==> src/rtl/mem_block_ctrl.sv <==
// Cache-block mover: optionally writes back a dirty victim block, then fills a new
// block from the external memory, one word per cycle, with all memory-side outputs registered.
module mem_block_ctrl #(
    parameter int DATA_WIDTH      = 32,
    parameter int ADDR_WIDTH      = 64,
    parameter int WORDS_PER_BLOCK = 16
) (
    input  logic                                  clk,
    input  logic                                  arstn,
    input  logic                                  i_start,
    input  logic                                  i_wb_en,
    input  logic [ADDR_WIDTH-1:0]                 i_fill_addr,
    input  logic [ADDR_WIDTH-1:0]                 i_wb_addr,
    input  logic [DATA_WIDTH*WORDS_PER_BLOCK-1:0] i_wb_block,
    output logic [DATA_WIDTH*WORDS_PER_BLOCK-1:0] o_fill_block,
    output logic                                  o_busy,
    output logic                                  o_done,
    output logic                                  o_mem_we,
    output logic [ADDR_WIDTH-1:0]                 o_mem_addr,
    output logic [DATA_WIDTH-1:0]                 o_mem_data,
    input  logic [DATA_WIDTH-1:0]                 i_mem_data
);

    localparam int KW   = $clog2(WORDS_PER_BLOCK);
    localparam int OFFS = KW + 2;
    localparam int BW   = DATA_WIDTH * WORDS_PER_BLOCK;

    localparam logic [1:0] ST_IDLE  = 2'd0;
    localparam logic [1:0] ST_WRITE = 2'd1;
    localparam logic [1:0] ST_READ  = 2'd2;
    localparam logic [1:0] ST_DONE  = 2'd3;

    localparam logic [KW-1:0]         K_LAST    = KW'(WORDS_PER_BLOCK - 1);
    localparam logic [KW-1:0]         K_ONE     = KW'(1);
    localparam logic [ADDR_WIDTH-1:0] BASE_MASK = ~ADDR_WIDTH'((64'd1 << OFFS) - 64'd1);

    logic [1:0]            state_r, state_nxt_s;
    logic [KW-1:0]         k_r, k_nxt_s;
    logic [ADDR_WIDTH-1:0] base_fill_r, base_fill_nxt_s;
    logic [ADDR_WIDTH-1:0] base_wb_r, base_wb_nxt_s;
    logic [BW-1:0]         wb_block_r, wb_block_nxt_s;
    logic [BW-1:0]         fill_block_r;
    logic                  busy_r, busy_nxt_s;
    logic                  done_r, done_nxt_s;
    logic                  mem_we_r, mem_we_nxt_s;
    logic [ADDR_WIDTH-1:0] mem_addr_r, mem_addr_nxt_s;
    logic [DATA_WIDTH-1:0] mem_data_r, mem_data_nxt_s;

    // Next state, word counter and request latching.
    always_comb begin
        state_nxt_s     = state_r;
        k_nxt_s         = k_r;
        base_fill_nxt_s = base_fill_r;
        base_wb_nxt_s   = base_wb_r;
        wb_block_nxt_s  = wb_block_r;
        case (state_r)
            ST_IDLE: begin
                if (i_start) begin
                    state_nxt_s     = i_wb_en ? ST_WRITE : ST_READ;
                    k_nxt_s         = {KW{1'b0}};
                    base_fill_nxt_s = i_fill_addr & BASE_MASK;
                    base_wb_nxt_s   = i_wb_addr & BASE_MASK;
                    wb_block_nxt_s  = i_wb_block;
                end else begin
                    state_nxt_s = ST_IDLE;
                end
            end
            ST_WRITE: begin
                if (k_r == K_LAST) begin
                    k_nxt_s     = {KW{1'b0}};
                    state_nxt_s = ST_READ;
                end else begin
                    k_nxt_s = k_r + K_ONE;
                end
            end
            ST_READ: begin
                if (k_r == K_LAST) begin
                    k_nxt_s     = {KW{1'b0}};
                    state_nxt_s = ST_DONE;
                end else begin
                    k_nxt_s = k_r + K_ONE;
                end
            end
            ST_DONE: begin
                state_nxt_s = ST_IDLE;
            end
            default: begin
                state_nxt_s = ST_IDLE;
                k_nxt_s     = {KW{1'b0}};
            end
        endcase
    end

    // Output values for the coming cycle, decoded from next state/k so the ports stay registered.
    always_comb begin
        busy_nxt_s     = (state_nxt_s != ST_IDLE);
        done_nxt_s     = (state_nxt_s == ST_DONE);
        mem_we_nxt_s   = (state_nxt_s == ST_WRITE);
        mem_addr_nxt_s = {ADDR_WIDTH{1'b0}};
        mem_data_nxt_s = {DATA_WIDTH{1'b0}};
        case (state_nxt_s)
            ST_WRITE: begin
                // Base has a zero offset field, so OR-ing k in can never leave the block.
                mem_addr_nxt_s = base_wb_nxt_s | {{(ADDR_WIDTH-OFFS){1'b0}}, k_nxt_s, 2'b00};
                mem_data_nxt_s = wb_block_nxt_s[DATA_WIDTH*int'(k_nxt_s) +: DATA_WIDTH];
            end
            ST_READ: begin
                mem_addr_nxt_s = base_fill_nxt_s | {{(ADDR_WIDTH-OFFS){1'b0}}, k_nxt_s, 2'b00};
            end
            default: begin
                mem_addr_nxt_s = {ADDR_WIDTH{1'b0}};
                mem_data_nxt_s = {DATA_WIDTH{1'b0}};
            end
        endcase
    end

    // State, latched request and registered outputs; READ captures the word addressed this cycle.
    always_ff @(posedge clk or negedge arstn) begin
        if (!arstn) begin
            state_r      <= ST_IDLE;
            k_r          <= {KW{1'b0}};
            base_fill_r  <= {ADDR_WIDTH{1'b0}};
            base_wb_r    <= {ADDR_WIDTH{1'b0}};
            wb_block_r   <= {BW{1'b0}};
            fill_block_r <= {BW{1'b0}};
            busy_r       <= 1'b0;
            done_r       <= 1'b0;
            mem_we_r     <= 1'b0;
            mem_addr_r   <= {ADDR_WIDTH{1'b0}};
            mem_data_r   <= {DATA_WIDTH{1'b0}};
        end else begin
            state_r     <= state_nxt_s;
            k_r         <= k_nxt_s;
            base_fill_r <= base_fill_nxt_s;
            base_wb_r   <= base_wb_nxt_s;
            wb_block_r  <= wb_block_nxt_s;
            busy_r      <= busy_nxt_s;
            done_r      <= done_nxt_s;
            mem_we_r    <= mem_we_nxt_s;
            mem_addr_r  <= mem_addr_nxt_s;
            mem_data_r  <= mem_data_nxt_s;
            if (state_r == ST_READ) begin
                fill_block_r[DATA_WIDTH*int'(k_r) +: DATA_WIDTH] <= i_mem_data;
            end
        end
    end

    assign o_fill_block = fill_block_r;
    assign o_busy       = busy_r;
    assign o_done       = done_r;
    assign o_mem_we     = mem_we_r;
    assign o_mem_addr   = mem_addr_r;
    assign o_mem_data   = mem_data_r;

endmodule

==> config.mk <==
export PLATFORM = sky130hd
export DESIGN_NAME = mem_block_ctrl
export DESIGN_NICKNAME = d
export VERILOG_FILES = /design/src/rtl/mem_block_ctrl.sv
export SDC_FILE = /design/constraint.sdc
export NUM_CORES = 2
export LEC_CHECK = 0
export CAP_MARGIN = 10
export CELL_PAD_IN_SITES_DETAIL_PLACEMENT = 1
export CELL_PAD_IN_SITES_GLOBAL_PLACEMENT = 2
export CORE_AREA = 2 2 507 509
export CTS_BUF_LIST = sky130_fd_sc_hd__clkbuf_8
export DETAILED_ROUTE_END_ITERATION = 10
export DIE_AREA = 0 0 509 511
export PLACE_DENSITY_LB_ADDON = 0.1
export SETUP_SLACK_MARGIN = 0.15
export SYNTH_ARGS = -nofsm -noshare
export SYNTH_HDL_FRONTEND = slang
export SYNTH_SLANG_ARGS = --single-unit
==> constraint.sdc <==
create_clock -name clk -period 2.9 [get_ports clk]
set_clock_uncertainty 0.05 [all_clocks]
set_input_delay 0.435 -clock clk [delete_from_list [all_inputs] [get_ports clk]]
set_output_delay 0.435 -clock clk [all_outputs]
set_load 0.02 [all_outputs]
* Word level (Yosys, flattened, before mapping)
Index checks and enable logic that the tools add are counted.
Word-level totals: register bits 1257, input port bits 676, output and inout port bits 611, logic and storage cells 45
Operators by class: add/subtract/negate cells 2, eq/ne operators 7, shift operators 3, muxes and demuxes 17, bitwise operators 2, reduce and logical (&&, ||, !) cells 3
Operator list (number):
- 2-to-1 mux 512 bit | 2
- bitwise mux 512 bit | 1
- variable shift 32 x 33 -> 512 bit, first input constant | 1
- indexed part select 32 x 33 -> 512 bit | 1
- indexed part select 512 x 10 -> 32 bit | 1
- 2-to-1 mux 64 bit | 4
- bitwise OR 64 x 6 -> 64 bit | 2
- case mux 64 bit (2 select lines) | 1
- negation 9 -> 33 bit | 1
- 2-to-1 mux 32 bit | 1
- equality test 2 bit, second input constant | 4
- 2-to-1 mux 2 bit | 4
- 2-to-1 mux 4 bit | 2
- case mux 2 bit (4 select lines) | 1
- case mux 4 bit (2 select lines) | 1
- adder 4 x 1 -> 4 bit, second input constant | 1
- equality test 2 x 1 -> 1 bit, second input constant | 2
- equality test 4 bit, second input constant | 1
- logical NOT 2 bit | 1
- nonzero test 2 bit | 1
- OR reduction 2 bit | 1

* Depth between registers and ports, before layout
depth in word-level cells 5, mapped depth 18, mapped depth without buffers 11

* Worst setup path before layout
No wires, ideal clock.
path type flip-flop to flip-flop, from register state_r[0], to register mem_data_r[10] (netlist: o_mem_data[10]), setup time 0.090 ns, arrival 3.013 ns, required time 2.760 ns, path slack -0.254 ns, stages on the path, launching flop included 19, buffers on the path 7, period minus slack after synthesis 3.154 ns, cell sequence dfrtp_1 > inv_1 > ha_1 > and2_1 > buf_2 > buf_2 > buf_2 > buf_2 > buf_2 > nand2_1 > o31a_1 > inv_1 > ha_1 > clkbuf_1 > nand2_1 > nor2_1 > clkbuf_1 > o21ai_0 > o221ai_1
On the way: elaborated cells on any way between the ends 13, those cells by class 4 x eq/ne; 1 x shift; 6 x mux; 2 x reduce/logical
RTL lines:
- from (decl) | RTL line 37 | logic [1:0] state_r, state_nxt_s;
- from (signal assigned) | RTL line 132 | state_r <= state_nxt_s;
- equality test 2 bit, or another cell as far along | RTL line 56 | case (state_r)
- case mux 2 bit (4 select lines) * | RTL line 56
- net state_nxt_s[0] | RTL line 37
- equality test 2 x 1 -> 1 bit *
- net mem_we_nxt_s | RTL line 45 | logic mem_we_r, mem_we_nxt_s;
- 2-to-1 mux 32 bit * | RTL line 101 | case (state_nxt_s)
- net mem_data_nxt_s[10] | RTL line 47 | logic [DATA_WIDTH-1:0] mem_data_r, mem_data_nxt_s;
- to (signal assigned) | RTL line 130 | mem_data_r <= {DATA_WIDTH{1'b0}};
- to (signal assigned) | RTL line 141 | mem_data_r <= mem_data_nxt_s;
- to (decl) | RTL line 47
The timed path passes the listed nets; every way through them passes the cells marked *. A chain may end at the register's enable or synchronous reset.

* Worst setup path in the final report
from register k_r[0], to register mem_data_r[7] (netlist: o_mem_data[7])
On the way: longest elaborated chain between the ends 5, elaborated cells on any way between the ends 11, those cells by class 1 x add/sub; 2 x eq/ne; 1 x shift; 7 x mux
Ends and longest elaborated chain:
- from (decl) | RTL line 38 | logic [KW-1:0] k_r, k_nxt_s;
- from (signal assigned) | RTL line 121 | k_r <= {KW{1'b0}};
- from (signal assigned) | RTL line 133 | k_r <= k_nxt_s;
- adder 4 x 1 -> 4 bit / equality test 4 bit (equally long branches)
- 2-to-1 mux 4 bit, or another cell as far along | RTL line 69, 77
- case mux 4 bit (2 select lines) / case mux 2 bit (4 select lines) (equally long branches) | RTL line 56
- indexed part select 512 x 10 -> 32 bit / equality test 2 x 1 -> 1 bit (equally long branches) | RTL line 105, 101
- 2-to-1 mux 32 bit * | RTL line 101
- net mem_data_nxt_s[7] | RTL line 47
Marked as above.

==> impl_summary.log <==
INFO  metric run_status = completed
INFO  metric top_layer = met5
INFO  metric slew_headroom = around 29%
INFO  metric post_synth_and_or_nand_nor_area_fraction = between 20% and 30%
INFO  metric synth_cell_types = between 40 and 50
INFO  metric instance_count_after_placement_with_tap_cells_included = 10400
INFO  metric critPathLaunch = k_r[0]
INFO  metric detailed_place.area = between 70000 and 80000 sq um
INFO  metric path_class = reg2reg
INFO  metric detail-route-antenna-nets = 0
INFO  metric worst_ir_drop_on_vdd = around 450 uV
INFO  metric clk_path_buf_depth = 4
INFO  metric placement_rows = 186
INFO  metric most-common-layout-cells = sky130_fd_sc_hd__nand2_1 (2498), sky130_fd_sc_hd__dfrtp_1 (1249), sky130_fd_sc_hd__clkdlybuf4s50_1 (1212), sky130_fd_sc_hd__dlygate4sd3_1 (525), sky130_fd_sc_hd__buf_4 (437)
INFO  metric cts_tree = yes
INFO  metric route.vias.total = 49400
INFO  metric p_total = about 77 mW
INFO  metric leakagePower = 39.5 nW
INFO  metric final.min_clock_period = roughly 2.8 ns
INFO  metric final_cycle_share = a little over nine tenths
INFO  metric grt_start_max_net_pins = between 70 and 80
INFO  metric count_of_flip_flops_with_a_built_in_enable_after_synthesis = 0
INFO  metric detail_route.first_pass.iterations = 5
INFO  metric syn_area_per_cell = between 9 and 10 sq um
INFO  metric grt_pass1_wl = approximately 410000 um
INFO  metric max_cap_violations = 0
INFO  metric max_slew.worst_pin.slew = 1.07 ns
INFO  metric timing.hold.worst_path_depth = 3
INFO  metric cts.htree.levels = 5
INFO  metric design.portCount = approximately 1300
INFO  metric cellPowerDensity = roughly 910 nW/um^2
INFO  metric final_common_cell = sky130_fd_sc_hd__nand2_1
INFO  metric via_density_per_instance = ~4.3
INFO  metric wl_per_cell = 26.0 um
INFO  metric cts_root_buffer = sky130_fd_sc_hd__clkbuf_8
INFO  metric worst-r2r-cell-count = 9
INFO  metric route.met2.wl = about 150000 um
INFO  metric core = around 260000 sq um
INFO  metric synth.yosys.warnings = 0
INFO  metric setup_slack_on_the_worst_flop_to_flop_path = 0.08 ns
INFO  metric synth_sequential_area_ratio = between 60% and 70%
INFO  metric setup_viol_count_final = 0
INFO  metric final-instance-count-excl-fill = about 11000
INFO  metric finalWirelength = between 200000 and 300000 um
INFO  metric route.detailed.drc = 0
INFO  metric first_iter_violations = ~2500
INFO  metric synth_top_family_by_area = simple AND/OR/NAND/NOR gates
INFO  metric starting_density_of_the_core = roughly a fifth
INFO  metric post_route_setup_slack = 0.0788 ns
INFO  metric yosys_register_bits = ~1300
INFO  metric track_usage = between 20% and 30%
INFO  metric die_h = approximately 500 um
INFO  metric report.final.slew_viol_count = 0
INFO  metric r2r_end = o_mem_data[7]
INFO  metric cts_made_buffers = 274
INFO  metric r2r-start = k_r[0]
INFO  metric yosys_most_used_dff = sky130_fd_sc_hd__dfrtp_1
INFO  metric timing.hold.worst.start = i_wb_block[216]
INFO  metric design.die.area = between 200000 and 300000 sq um
INFO  metric critPathRequiredTime = roughly 3.7 ns
INFO  metric drt-met1-wl = between 100000 and 150000 um
INFO  metric startpoint_type = register
INFO  metric cts.sinks = around 1300
INFO  metric post_route_cells_drive_above_1_share = between 10 and 15%
INFO  metric syn-instance-count = 5558
INFO  metric timing_hold_violations_final = 0
INFO  metric io_buffer_count = ~1300
INFO  metric grt_antenna_before_repair = 31
INFO  metric multiInputGateArea = about 19000 sq um
INFO  metric yosys.area_share.xor_xnor = less than 1%
INFO  metric fmaxAchievable = around 0.35 GHz
INFO  metric regArea = ~31000 sq um
INFO  metric nets = approximately 8600
INFO  metric netlist_area = 51000 sq um
INFO  metric gp_congestion = approximately 0.83
INFO  metric first_global_vias = between 50000 and 60000
INFO  metric grt-ovfl-total = 0
INFO  metric hold-worst-slack = between 0.1 and 0.15 ns
INFO  metric synthesis.nets = between 6000 and 7000
INFO  metric die_w = a little over 500 um
INFO  metric synth_async_sr_flop_share = between 90% and 100%
INFO  metric min_to = wb_block_r[216]
INFO  metric latest_clock_arrival_within_the_worst_skew_pair = 1.02 ns
INFO  metric post_synth_mux_area_share = between 2 and 2.5%
INFO  metric hpwl = roughly 230000 um
INFO  metric min_path_type = in2reg
INFO  metric synth-adder-area-share = less than 1%
INFO  metric critPathCaptureType = register
INFO  metric synth_compound_gate_area_share = a little under a tenth
INFO  metric rsz_0062_raised_after_global_routing = true
INFO  metric worst_ep_arrival_time = about 3.6 ns
INFO  metric cts_clk_pin_slew_worst_paths = roughly 0.060 ns
INFO  metric signed_area_change_from_the_synthesized_netlist_to_the_final_layout = 65.0%
INFO  metric stdcell_area = around 84000 sq um
INFO  metric total_of_fill_cells_in_the_finished_design = just under 30000
INFO  metric critical_path.max_fanout = 21
INFO  metric met3WireLength = 14700 um
INFO  metric place_worst_setup_slack = -0.551 ns
## how the worst max path moves through the flow
stage | end | cells after the start
floorplan | o_mem_data[1] | 18
global placement | o_mem_data[24] | 12
detailed placement | o_mem_data[11] | 12
CTS | o_mem_data[1] | 17
global route | o_mem_data[12] | 17
finish | o_mem_data[7] | 9
## metrics by stage
stage	setup TNS (ns)	utilization [%]
after floorplan	0	-
after global placement	-11.87	28.2
after detailed placement	-12.80	28.2
after CTS	0	32.7
after global routing	-0.00851	33.0
final	0	33.0
## synth_stat cells, types with 2 or more instances
| cell type | n | area, sq um |
|---|---|---|
| sky130_fd_sc_hd__nor2_1 | 192 | 721 |
| sky130_fd_sc_hd__nor3b_2 | 2 | 25.0 |
| sky130_fd_sc_hd__nand3_1 | 170 | 851 |
| sky130_fd_sc_hd__ha_1 | 12 | 150 |
| sky130_fd_sc_hd__nor2b_1 | 6 | 37.5 |
| sky130_fd_sc_hd__mux2_1 | 38 | 428 |
| sky130_fd_sc_hd__o21a_1 | 33 | 248 |
| sky130_fd_sc_hd__nand2_1 | 2525 | 9480 |
| sky130_fd_sc_hd__nor3_1 | 67 | 335 |
| sky130_fd_sc_hd__o21ai_1 | 93 | 465 |
| sky130_fd_sc_hd__buf_6 | 4 | 45.0 |
| sky130_fd_sc_hd__o211ai_1 | 96 | 721 |
| sky130_fd_sc_hd__o31ai_1 | 65 | 488 |
| sky130_fd_sc_hd__o221ai_1 | 32 | 280 |
| sky130_fd_sc_hd__nor2_2 | 3 | 18.8 |
| sky130_fd_sc_hd__buf_4 | 13 | 97.6 |
| sky130_fd_sc_hd__and3_1 | 34 | 213 |
| sky130_fd_sc_hd__clkbuf_1 | 217 | 815 |
| sky130_fd_sc_hd__buf_2 | 122 | 611 |
| sky130_fd_sc_hd__nand3_2 | 3 | 30.0 |
| sky130_fd_sc_hd__buf_1 | 11 | 41.3 |
| sky130_fd_sc_hd__a32oi_1 | 32 | 280 |
| sky130_fd_sc_hd__a22oi_1 | 58 | 435 |
| sky130_fd_sc_hd__inv_1 | 9 | 33.8 |
| sky130_fd_sc_hd__a21oi_1 | 9 | 45.0 |
| sky130_fd_sc_hd__mux2i_1 | 36 | 360 |
| sky130_fd_sc_hd__and2_1 | 17 | 106 |
| sky130_fd_sc_hd__nand2b_1 | 2 | 12.5 |
| sky130_fd_sc_hd__dfrtp_1 | 1257 | 31500 |
| sky130_fd_sc_hd__o21ai_0 | 362 | 1810 |
| sky130_fd_sc_hd__inv_4 | 2 | 12.5 |
| sky130_fd_sc_hd__mux2_2 | 23 | 259 |
## state kept, by name, indices dropped and copies added (netlist names), 2 cells and up
name	count
base_fill_r	64
base_wb_r	64
k_r	4
o_fill_block	512
o_mem_addr	64
o_mem_data	32
state_r	2
wb_block_r	512
## cells by family after synthesis
kind of cell	Yosys count
buf+inv	379
mux	97
compound gates	786
xor+xnor	2
flops	1257
simple gates	3025
fa+ha+maj	12
## layout make-up
cell class | instances | area share, %
Antenna cell | 13 | 0.0386
Clock buffer | 328 | 5.36
Clock inverter | 113 | 0.661
Inverter | 12 | 0.0877
Multi-Input combinational cell | 3923 | 22.2
Sequential cell | 1257 | 37.4
Tap cell | 3384 | 5.03
Timing Repair Buffer | 2408 | 29.2
Timing Repair inverter | 2 | 0.0386
## power by group
part | internal, mW | switching, mW | leakage, nW
registers | 22.6 | 2.15 | 14.0
logic | 13.9 | 19.2 | 22.6
clock network | 10.4 | 8.52 | 2.94
## repair_timing
item / in CTS / in global routing
setup endpoints to repair: 196 / 137
gates resized for setup: 218 / 63
pin swaps: 30 / 26
cloned: 13 / 5
endpoints found under the hold margin: 1574 / 0
hold buffers: 525 / 0
setup buffers: 23 / 21
## routing by layer
metal	track usage, %	vias to the layer above
li1	-	22800
met1	27.2	24900
met2	39.7	1373
met3	4.42	346
met4	6.61	8
met5	0	-
## worst max-delay path, cell delays in order (launching register included)
cell	delay (ns)
sky130_fd_sc_hd__dfrtp_2	0.46
sky130_fd_sc_hd__ha_4	0.19
sky130_fd_sc_hd__nand3_1	0.17
sky130_fd_sc_hd__nand2_1	0.13
sky130_fd_sc_hd__o21a_4	0.35
sky130_fd_sc_hd__clkinv_8	0.22
sky130_fd_sc_hd__bufbuf_16	0.35
sky130_fd_sc_hd__o211ai_1	0.32
sky130_fd_sc_hd__and3_4	0.30
sky130_fd_sc_hd__o221ai_1	0.12
No activity file was read; power rests on OpenSTA's default activity.
